File: src/rtl/rpn_evaluator.sv
// rpn_evaluator: postfix (RPN) expression evaluator for the calculator CPU.
//
// Consumes the operand/operator token stream produced by the infix-to-postfix stage, keeps an
// operand stack and returns exactly one result (or error code) per expression.
//
// Optional feature: define RPN_DIV_EN to build the iterative divider (DIV state) so that the
// `CO_DI operator is supported. Without it `CO_DI is an illegal operator (res_err[2]).
//
// Ports:
//   clk, rst_n            clock (rising edge), asynchronous active-low reset
//   in_valid / in_ready   token handshake; in_ready is high only while accepting tokens
//   in_is_op              1 = operator token (in_op), 0 = operand token (in_data)
//   in_op                 operator code (`CO_AD/`CO_SB/`CO_MU/`CO_DI, others illegal)
//   in_data               signed operand value
//   in_last               marks the final token of the expression
//   res_valid / res_ready result handshake; res_* held stable until consumed
//   res_data              result, 0 when any error bit is set
//   res_err               [0] stack overflow, [1] underflow/malformed, [2] div-by-0/illegal op
`timescale 1ns/1ps

// Operator encoding normally comes from CPU_INTERNAL.v; fall back to matching defaults.
`ifndef CO_N
`define CO_N 3
`endif
`ifndef CO_AD
`define CO_AD 3'd0
`endif
`ifndef CO_SB
`define CO_SB 3'd1
`endif
`ifndef CO_MU
`define CO_MU 3'd2
`endif
`ifndef CO_DI
`define CO_DI 3'd3
`endif
`ifndef CO_LP
`define CO_LP 3'd4
`endif
`ifndef CO_RP
`define CO_RP 3'd5
`endif

module rpn_evaluator #(
    parameter int unsigned WIDTH = 16,
    parameter int unsigned DEPTH = 8
) (
    input  logic              clk,
    input  logic              rst_n,
    input  logic              in_valid,
    output logic              in_ready,
    input  logic              in_is_op,
    input  logic [`CO_N-1:0]  in_op,
    input  logic [WIDTH-1:0]  in_data,
    input  logic              in_last,
    output logic              res_valid,
    input  logic              res_ready,
    output logic [WIDTH-1:0]  res_data,
    output logic [2:0]        res_err
);

    localparam int unsigned CW = $clog2(DEPTH + 1);
    localparam int unsigned IW = $clog2(DEPTH);
    localparam logic [CW-1:0] CntFull = CW'(DEPTH);
    localparam logic [CW-1:0] CntOne  = CW'(1);
    localparam logic [CW-1:0] CntTwo  = CW'(2);

`ifdef RPN_DIV_EN
    localparam int unsigned DcW = $clog2(WIDTH + 1);
    localparam logic [DcW-1:0] DivSteps = DcW'(WIDTH);

    typedef enum logic [1:0] {StAccept, StDiv, StDone} state_e;
`else
    typedef enum logic [1:0] {StAccept, StDone} state_e;
`endif

    state_e             state_q, state_d;
    logic [WIDTH-1:0]   stack_q [DEPTH];
    logic [WIDTH-1:0]   stack_d [DEPTH];
    logic [CW-1:0]      count_q, count_d;
    logic [2:0]         err_q, err_d;
    logic               res_valid_q, res_valid_d;
    logic [WIDTH-1:0]   res_data_q, res_data_d;

    logic [IW-1:0]      top_idx, sec_idx, push_idx;
    logic [WIDTH-1:0]   op_a, op_b, alu_res;
    logic               finish;

`ifdef RPN_DIV_EN
    // Divider: quotient register starts as |a| and shifts in quotient bits from the right.
    logic [WIDTH-1:0]   div_quo_q, div_quo_d;
    logic [WIDTH-1:0]   div_b_q, div_b_d;
    logic [WIDTH-1:0]   div_rem_q, div_rem_d;
    logic [DcW-1:0]     div_cnt_q, div_cnt_d;
    logic               div_neg_q, div_neg_d;
    logic               div_last_q, div_last_d;
    logic [WIDTH:0]     rem_shift;
    logic               div_geq;
`endif

    assign top_idx  = IW'(count_q - CntOne);
    assign sec_idx  = IW'(count_q - CntTwo);
    assign push_idx = IW'(count_q);
    assign op_a     = stack_q[sec_idx];
    assign op_b     = stack_q[top_idx];

    assign in_ready  = (state_q == StAccept);
    assign res_valid = res_valid_q;
    assign res_data  = res_data_q;
    assign res_err   = res_valid_q ? err_q : 3'b000;

    always_comb begin
        alu_res = op_a * op_b;
        case (in_op)
            `CO_AD:  alu_res = op_a + op_b;
            `CO_SB:  alu_res = op_a - op_b;
            default: alu_res = op_a * op_b;
        endcase
    end

    always_comb begin
        state_d     = state_q;
        stack_d     = stack_q;
        count_d     = count_q;
        err_d       = err_q;
        res_valid_d = res_valid_q;
        res_data_d  = res_data_q;
        finish      = 1'b0;
`ifdef RPN_DIV_EN
        div_quo_d  = div_quo_q;
        div_b_d    = div_b_q;
        div_rem_d  = div_rem_q;
        div_cnt_d  = div_cnt_q;
        div_neg_d  = div_neg_q;
        div_last_d = div_last_q;
        rem_shift  = {div_rem_q, div_quo_q[WIDTH-1]};
        div_geq    = (rem_shift >= {1'b0, div_b_q});
`endif

        unique case (state_q)
            StAccept: begin
                if (in_valid) begin
                    // A pending error turns every token into a no-op until in_last.
                    if (err_q == 3'b000) begin
                        if (!in_is_op) begin
                            if (count_q == CntFull) begin
                                err_d[0] = 1'b1;
                            end else begin
                                stack_d[push_idx] = in_data;
                                count_d           = count_q + CntOne;
                            end
                        end else begin
                            case (in_op)
                                `CO_AD, `CO_SB, `CO_MU: begin
                                    if (count_q < CntTwo) begin
                                        err_d[1] = 1'b1;
                                    end else begin
                                        stack_d[sec_idx] = alu_res;
                                        count_d          = count_q - CntOne;
                                    end
                                end
`ifdef RPN_DIV_EN
                                `CO_DI: begin
                                    if (count_q < CntTwo) begin
                                        err_d[1] = 1'b1;
                                    end else begin
                                        // Both operands leave the stack now; quotient is
                                        // pushed back when the divide finishes.
                                        count_d    = count_q - CntTwo;
                                        state_d    = StDiv;
                                        div_quo_d  = op_a[WIDTH-1] ? -op_a : op_a;
                                        div_b_d    = op_b[WIDTH-1] ? -op_b : op_b;
                                        div_rem_d  = '0;
                                        div_cnt_d  = '0;
                                        div_neg_d  = op_a[WIDTH-1] ^ op_b[WIDTH-1];
                                        div_last_d = in_last;
                                    end
                                end
`endif
                                default: err_d[2] = 1'b1;
                            endcase
                        end
                    end
                    // A divide carrying in_last finishes from the DIV state instead.
                    if (in_last && state_d == StAccept) begin
                        finish = 1'b1;
                    end
                end
            end
`ifdef RPN_DIV_EN
            StDiv: begin
                if (div_b_q == '0) begin
                    err_d[2] = 1'b1;
                    state_d  = StAccept;
                    finish   = div_last_q;
                end else if (div_cnt_q != DivSteps) begin
                    div_rem_d = div_geq ? WIDTH'(rem_shift - {1'b0, div_b_q})
                                        : rem_shift[WIDTH-1:0];
                    div_quo_d = {div_quo_q[WIDTH-2:0], div_geq};
                    div_cnt_d = div_cnt_q + DcW'(1);
                end else begin
                    // Negating the magnitude quotient truncates toward zero; MIN/-1 wraps.
                    stack_d[push_idx] = div_neg_q ? -div_quo_q : div_quo_q;
                    count_d           = count_q + CntOne;
                    state_d           = StAccept;
                    finish            = div_last_q;
                end
            end
`endif
            StDone: begin
                if (res_ready) begin
                    count_d     = '0;
                    err_d       = 3'b000;
                    res_valid_d = 1'b0;
                    res_data_d  = '0;
                    state_d     = StAccept;
                end
            end
            default: state_d = StAccept;
        endcase

        // End of expression: a clean run must leave exactly one value on the stack.
        if (finish) begin
            if (err_d == 3'b000 && count_d != CntOne) begin
                err_d[1] = 1'b1;
            end
            state_d     = StDone;
            res_valid_d = 1'b1;
            res_data_d  = (err_d == 3'b000) ? stack_d[0] : '0;
        end
    end

    always_ff @(posedge clk or negedge rst_n) begin
        if (!rst_n) begin
            state_q     <= StAccept;
            count_q     <= '0;
            err_q       <= 3'b000;
            res_valid_q <= 1'b0;
            res_data_q  <= '0;
            for (int unsigned i = 0; i < DEPTH; i++) begin
                stack_q[i] <= '0;
            end
`ifdef RPN_DIV_EN
            div_quo_q  <= '0;
            div_b_q    <= '0;
            div_rem_q  <= '0;
            div_cnt_q  <= '0;
            div_neg_q  <= 1'b0;
            div_last_q <= 1'b0;
`endif
        end else begin
            state_q     <= state_d;
            count_q     <= count_d;
            err_q       <= err_d;
            res_valid_q <= res_valid_d;
            res_data_q  <= res_data_d;
            stack_q     <= stack_d;
`ifdef RPN_DIV_EN
            div_quo_q  <= div_quo_d;
            div_b_q    <= div_b_d;
            div_rem_q  <= div_rem_d;
            div_cnt_q  <= div_cnt_d;
            div_neg_q  <= div_neg_d;
            div_last_q <= div_last_d;
`endif
        end
    end

endmodule

File: config.mk
export PLATFORM = sky130hd
export DESIGN_NAME = rpn_evaluator
export DESIGN_NICKNAME = d
export VERILOG_FILES = /design/src/rtl/rpn_evaluator.sv
export SDC_FILE = /design/constraint.sdc
export NUM_CORES = 1
export LEC_CHECK = 0
export BUFFER_PORTS_ARGS = -buffer_cell sky130_fd_sc_hd__buf_4
export CELL_PAD_IN_SITES_DETAIL_PLACEMENT = 0
export CELL_PAD_IN_SITES_GLOBAL_PLACEMENT = 1
export CORE_MARGIN = 1
export CORE_UTILIZATION = 50
export DETAILED_ROUTE_END_ITERATION = 7
export PLACE_DENSITY = 0.87
export SKIP_CTS_REPAIR_TIMING = 1
export SLEW_MARGIN = 10
export SYNTH_ARGS = -nofsm -noshare
export SYNTH_HDL_FRONTEND = slang
export SYNTH_SLANG_ARGS = --single-unit
File: constraint.sdc
create_clock -name clk -period 10.6 [get_ports clk]
set_clock_uncertainty 0.15 [all_clocks]
set_input_delay 2.12 -clock clk [delete_from_list [all_inputs] [get_ports clk]]
set_output_delay 2.12 -clock clk [all_outputs]
set_load 0.02 [all_outputs]
==> results of run 1 <==
==> placed cells by master, fill, tap and decap left out, types with 46 or more instances in the layout <==
cell type and count:
ha_1 72, fa_1 81, dfrtp_1 151, a21oi_1 86
a22o_1 47, o21ai_0 121, mux4_2 64, inv_1 149
buf_4 77, nor2_1 175, xnor2_1 46, nand2_1 170
==> layer usage <==
| layer | GRT usage | vias to the layer above | share of wire |
|---|---|---|---|
| li1 | - | 5378 | - |
| met1 | 0.417 | 5924 | 0.40 |
| met2 | 0.499 | 732 | 0.45 |
| met3 | 0.0633 | 144 | 0.094 |
| met4 | 0.148 | 0 | 0.050 |
| met5 | 0 | - | 0 |
==> final cells by class <==
class | instances | area, um^2
Timing Repair Buffer | 78 | 589
Clock buffer | 18 | 429
Multi-Input combinational cell | 1143 | 9360
Sequential cell | 152 | 3810
Clock inverter | 14 | 116
Inverter | 150 | 563
Fill cell | 2521 | 12500
Tap cell | 378 | 473
==> cell families (layout without fill, tap and decap cells) <==
group / Yosys count / count (layout) / share of synthesized area
xor+xnor: 60 / 60 / 0.0406
compound gates: 390 / 390 / 0.177
simple gates: 437 / 437 / 0.131
flops: 152 / 152 / 0.269
mux: 102 / 102 / 0.131
fa+ha+maj: 154 / 154 / 0.179
buf+inv: 249 / 260 / 0.0724
==> sequential cells by signal (all words and copies together) (netlist names) <==
register and flops:
err_q 3, res_valid 1, res_data 16, count_q 4
stack_q 128
==> power groups by stage <==
stage                     Combinational, mW  Clock (mW)  Sequential (mW)
after floorplan                       0.596           0            0.664
after global placement                0.740           0            0.701
after detailed placement              0.747           0            0.705
after CTS                             0.751       0.579            0.694
after global routing                  0.823       0.602            0.704
final                                 0.762       0.575            0.699
==> metrics by stage <==
stage               hold WS [ns]  power, mW  std cells   util  area, um^2
global placement           0.325       1.44       1901  0.531       14800
detailed placement         0.335       1.45       1901  0.531       14800
floorplan                  0.311       1.26       1544      -       14200
CTS                        0.356       2.02       1933  0.551       15300
finish                     0.352       2.04       1933  0.551       15300
global route               0.372       2.13       1933  0.551       15300
==> how the worst max path moves through the flow <==
stage                    start  cells after the start  slack [ns]            to
finish              count_q[0]                     23        1.68   stack_q[79]
detailed placement  count_q[0]                     23        1.80   stack_q[79]
floorplan           count_q[0]                     33        2.08  res_data[15]
CTS                 count_q[0]                     23        1.75   stack_q[79]
global route        count_q[0]                     23        1.15   stack_q[63]
global placement    count_q[0]                     23        1.90  res_data[15]
==> critical path, delay by kind of cell, from the launching register on <==
family	cells	cell delay, ns
AOI/OAI and AO/OA	2	0.67
DFF	1	0.71
muxes	2	1.34
adders and majority gates	7	3.67
xor gates and xnor gates	7	1.45
and+or+nand+nor	2	0.52
buffers and inverters	3	0.29
==> key figures, run 1 <==
Run status
  – Status: completed

Placement
  – Port-buffer cells: 45
  – HPWL Detailed: 31600 um
  – GP Congestion: 0.977
  – Worst slack at placement: 1.80 ns

Yosys
  – Warnings from Yosys: 0
  – Yosys cell types: 69
  – Top area cells in the synthesized netlist: dfrtp_1 (27%), fa_1 (11%), mux4_2 (10%), ha_1 (6.4%), nor2_1 (4.6%)
  – Synth area leader: dfrtp_1
  – Mapped Area: 14200 um^2
  – Seq/Total Area, Yosys: 0.269
  – Ys flop type: dfrtp_1
  – Synthesized Nets: 1723
  – Most frequent cell after synthesis: nor2_1
  – Syn_area_per_cell: 9.17 um^2
  – Post-Syn Instances: 1544
  – Synth top area share: 0.269
  – Synthesized flop and latch total: 152
  – Commonest cells in the netlist: nor2_1 (175), nand2_1 (170), dfrtp_1 (152)
  – Number of synthesized flops with an enable pin: 0
  – Post-synthesis async set-or-reset flop share: 1.00

Drt
  – WL/cell: 22.6 um
  – Pre-Repair DR Iteration Count: 6
  – Initial DRC Count: 1283
  – Routed Antenna Nets: 0
  – Via/cell ratio: 6.30
  – # DRC: 0
  – Final wirelength: 43700 um
  – Vias: 12200

Timing
  – Final setup vio count: 0
  – Setup TNS: 0 ns
  – Final worst path period share: 0.841
  – Tmin final: 8.92 ns
  – Fmax: 112 MHz
  – Pins Over Slew Limit: 0
  – Actual slew at the worst max-slew pin: 1.26 ns
  – Final setup margin: 1.68 ns
  – RSZ-0062 raised after global routing: no
  – Hold Vio Cnt, Final: 0
  – Rel. slew slack: 0.160

Worst setup path
  – Crit end category: register
  – Most used cell, CP: fa_1
  – RR Endpoint: stack_q[79]
  – Crit start category: register
  – Max incr delay on CP: 0.90 ns
  – Worst flop-to-flop path startpoint: count_q[0]
  – CP arrival: 9.09 ns
  – Crit path kind: reg2reg
  – Critical path fanouts, max: 29
  – R2R setup slack: 1.68 ns
  – Cell Chain, Critical Path: inv_1, ha_2, mux4_2, mux2i_1, or2_2, fa_1, fa_1, inv_1, fa_1, fa_1, inv_1, fa_1, fa_1, xor2_1, xnor2_1, xnor2_1, xnor2_1, xnor2_1, xnor3_1, xnor2_1, a221o_1, nand3_1, o221ai_1
  – CP required: 10.77 ns
  – CP max stage cell: ha_2
  – Worst r2r path cells: 23

Clock network
  – Clock buffer depth: 2
  – Clock Root Buffer: clkbuf_16
  – CTS tree: done
  – CTS Buf Count: 17
  – Worst-path clk slew: 0.07 ns
  – Htree depth: 4
  – Worst skew pair latency: 0.43 ns
  – CTS sink count: 152

Power
  – Clock power share: 0.282
  – PwrDens: 133 nW/um^2
  – Pint: 1.24 mW
  – Psw: 0.796 mW
  – Sw Share: 0.391
  – Leak: 6.67 nW
  – Reg power frac: 0.343
  – Combinational Power Share: 0.374
  – Peak supply drop: 126 uV

Global route
  – Largest net degree at the start of global routing: 88
  – Antenna violations before repair: 0
  – Aggregate global routing overflow: 0
  – Number of global-route vias before repair: 12100
  – Global-route wire length before repair: 69300 um
  – GRT Overall Usage: 0.316

Min path
  – HP Start: res_data[5]
  – Cells on Worst Hold Path: 1
  – Min-Delay Endpoint: res_data[5]
  – Hold Path Class: reg2reg

Final layout
  – Syn-to-layout area delta: 8.33%
  – Nets: 1721
  – Antenna cells: 0
  – Share of cells above drive strength 1: 0.137

Floorplan
  – Die span in y: 170 um
  – Core Footprint: 27900 um^2
  – Rows: 61
  – Initial Utilization: 0.508
  – Die Area: 29000 um^2
  – I/O Pins: 46
  – Die W: 170 um

Run
  – Max-cap violations: 0
Power figures use the tool's default switching activity.
==> run 2: changes to the inputs <==
--- a/config.mk
+++ b/config.mk
@@ -9,9 +9,9 @@
 export CELL_PAD_IN_SITES_DETAIL_PLACEMENT = 0
 export CELL_PAD_IN_SITES_GLOBAL_PLACEMENT = 1
 export CORE_MARGIN = 1
-export CORE_UTILIZATION = 50
+export CORE_UTILIZATION = 45
 export DETAILED_ROUTE_END_ITERATION = 7
-export PLACE_DENSITY = 0.87
+export PLACE_DENSITY = 0.83
 export SKIP_CTS_REPAIR_TIMING = 1
 export SLEW_MARGIN = 10
 export SYNTH_ARGS = -nofsm -noshare
==> constraint.sdc (replaced) <==
create_clock -name clk -period 7.2 [get_ports clk]
set_clock_uncertainty 0.15 [all_clocks]
set_input_delay 1.44 -clock clk [delete_from_list [all_inputs] [get_ports clk]]
set_output_delay 1.44 -clock clk [all_outputs]
set_load 0.02 [all_outputs]
==> key figures, run 2 (synthesis gave the netlist of run 1 again) <==
Final layout
  – Number of flip-flops in the largest register: 128
  – Syn-to-layout area delta: 17.8%
  – Most common cell after layout, fill and taps aside: buf_4
  – Fin cells: 2068
  – Most frequent cells in the layout: buf_4 (178), nor2_1 (173), nand2_1 (169)
  – Fill count: 2779
  – Share of cells above drive strength 1: 0.219
  – Biggest register: stack_q
  – Antenna cells: 0
  – Nets: 1838

Worst setup path
  – Critical path fanouts, max: 8
  – Crit start category: register
  – Worst r2r path cells: 26
  – Max incr delay on CP: 0.55 ns
  – Crit end category: register
  – Crit path kind: reg2reg
  – CP arrival: 7.56 ns
  – Most used cell, CP: fa_1
  – CP max stage cell: fa_1
  – CP required: 7.38 ns

Clock network
  – Worst skew pair latency: 0.44 ns
  – CTS Buf Count: 17
  – Htree depth: 4
  – CTS sink count: 152
  – CTS tree: done
  – Clock Root Buffer: clkbuf_16
  – Worst-path clk slew: 0.06 ns
  – Clock buffer depth: 2

Timing
  – Fmax: 136 MHz
  – Final setup margin: -0.180 ns
  – Actual slew at the worst max-slew pin: 1.27 ns
  – Setup TNS: -0.567 ns
  – Final setup vio count: 8
  – Hold Vio Cnt, Final: 0
  – Final worst path period share: 1.02
  – Pins Over Slew Limit: 0
  – Tmin final: 7.38 ns
  – RSZ-0062 raised after global routing: yes
  – Rel. slew slack: 0.149

Placement
  – GP Congestion: 0.957
  – Port-buffer cells: 45
  – Placed Cells: 2021
  – HPWL Detailed: 35400 um

Drt
  – Via/cell ratio: 6.23
  – Final wirelength: 47400 um
  – WL/cell: 22.9 um
  – Pre-Repair DR Iteration Count: 6
  – Routed Antenna Nets: 0
  – # DRC: 0
  – Vias: 12900
  – Initial DRC Count: 1414

Power
  – Leak: 7.37 nW
  – Peak supply drop: 174 uV
  – PwrDens: 200 nW/um^2

Floorplan
  – Initial Utilization: 0.461
  – I/O Pins: 46
  – Core Footprint: 30700 um^2
  – Die span in y: 179 um
  – Rows: 64
  – Die W: 179 um
  – Die Area: 32200 um^2

Global route
  – Largest net degree at the start of global routing: 101
  – GRT Overall Usage: 0.297
  – Grt met2 use: 0.481
  – Antenna violations before repair: 0
  – Number of global-route vias before repair: 13000
  – Most Crowded Layer GR: met2
  – Grt met3 use: 0.0527
  – Aggregate global routing overflow: 0
  – Global-route wire length before repair: 73500 um
  – Met1 usage: 0.387

Min path
  – Hold Path Class: reg2reg
  – Cells on Worst Hold Path: 2

Run
  – Max-cap violations: 0

Run status
  – Failing checks: negative setup slack
  – Status: finished, violations left
-- run 2: changes by cell type in the layout (fill, tap and decap cells not counted), sizes merged --
cell / previous run / this run
buf: 78 / 195
inv: 156 / 151
clkinv: 2 / 5
bufinv: 0 / 3
clkinvlp: 6 / 5
-- run 2: final cells by class --
class	count	area [um^2]	share of cell area
clock inverter	14	174	0.0104
inverter	150	572	0.0343
clock buffer	18	439	0.0263
timing repair buffer	195	1610	0.0963
multi-input combinational	1143	9590	0.575
tap	396	495	0.0297
sequential	152	3810	0.228
-- run 2: worst max-delay path: cells and delay by family (launching register included) --
| family | cells | cell delay [ns] |
|---|---|---|
| flops | 1 | 0.48 |
| fa+ha+maj | 8 | 3.60 |
| buf+inv | 8 | 0.90 |
| mux | 2 | 0.48 |
| compound gates | 5 | 1.09 |
| xor+xnor | 1 | 0.09 |
| simple gates | 2 | 0.46 |
-- run 2: worst paths after layout --
path,from,end,slack (ns)
setup / recovery,count_q[0],res_data[15],-0.18
hold / removal,stack_q[36],stack_q[36],0.35
setup reg to reg,count_q[0],res_data[15],-0.18
hold reg to reg,stack_q[36],stack_q[36],0.35
max in group asynchronous,rst_n,stack_q[58],4.63
min in group asynchronous,rst_n,res_valid,0.96
-- run 2: per-stage QoR --
stage          hold WS [ns]  power, mW  instance area [um^2]  setup slack, ns  utilization
2_1_floorplan         0.311       1.91                 14300           -0.441            -
6_report              0.354       3.34                 16700           -0.180        0.543
3_3_place_gp          0.329       2.25                 15700           -0.115        0.511
3_5_place_dp          0.334       2.28                 15700           -0.230        0.511
4_1_cts               0.354       3.22                 16300           -0.248        0.531
5_1_grt               0.371       3.47                 16700           -0.341        0.543
-- run 2: report_power, final --
part	leakage, nW	internal (mW)	total [mW]	switching [mW]
Clock	0.289	0.556	0.945	0.389
Combinational	5.00	0.619	1.37	0.753
Sequential	2.07	0.921	1.02	0.103
-- run 2: metal layers --
metal / vias up / share of wire / wire (um)
li1: 5623 / - / -
met1: 6322 / 0.39 / 18600
met2: 757 / 0.47 / 22300
met3: 174 / 0.092 / 4340
met4: 0 / 0.046 / 2180
met5: - / 0 / 0
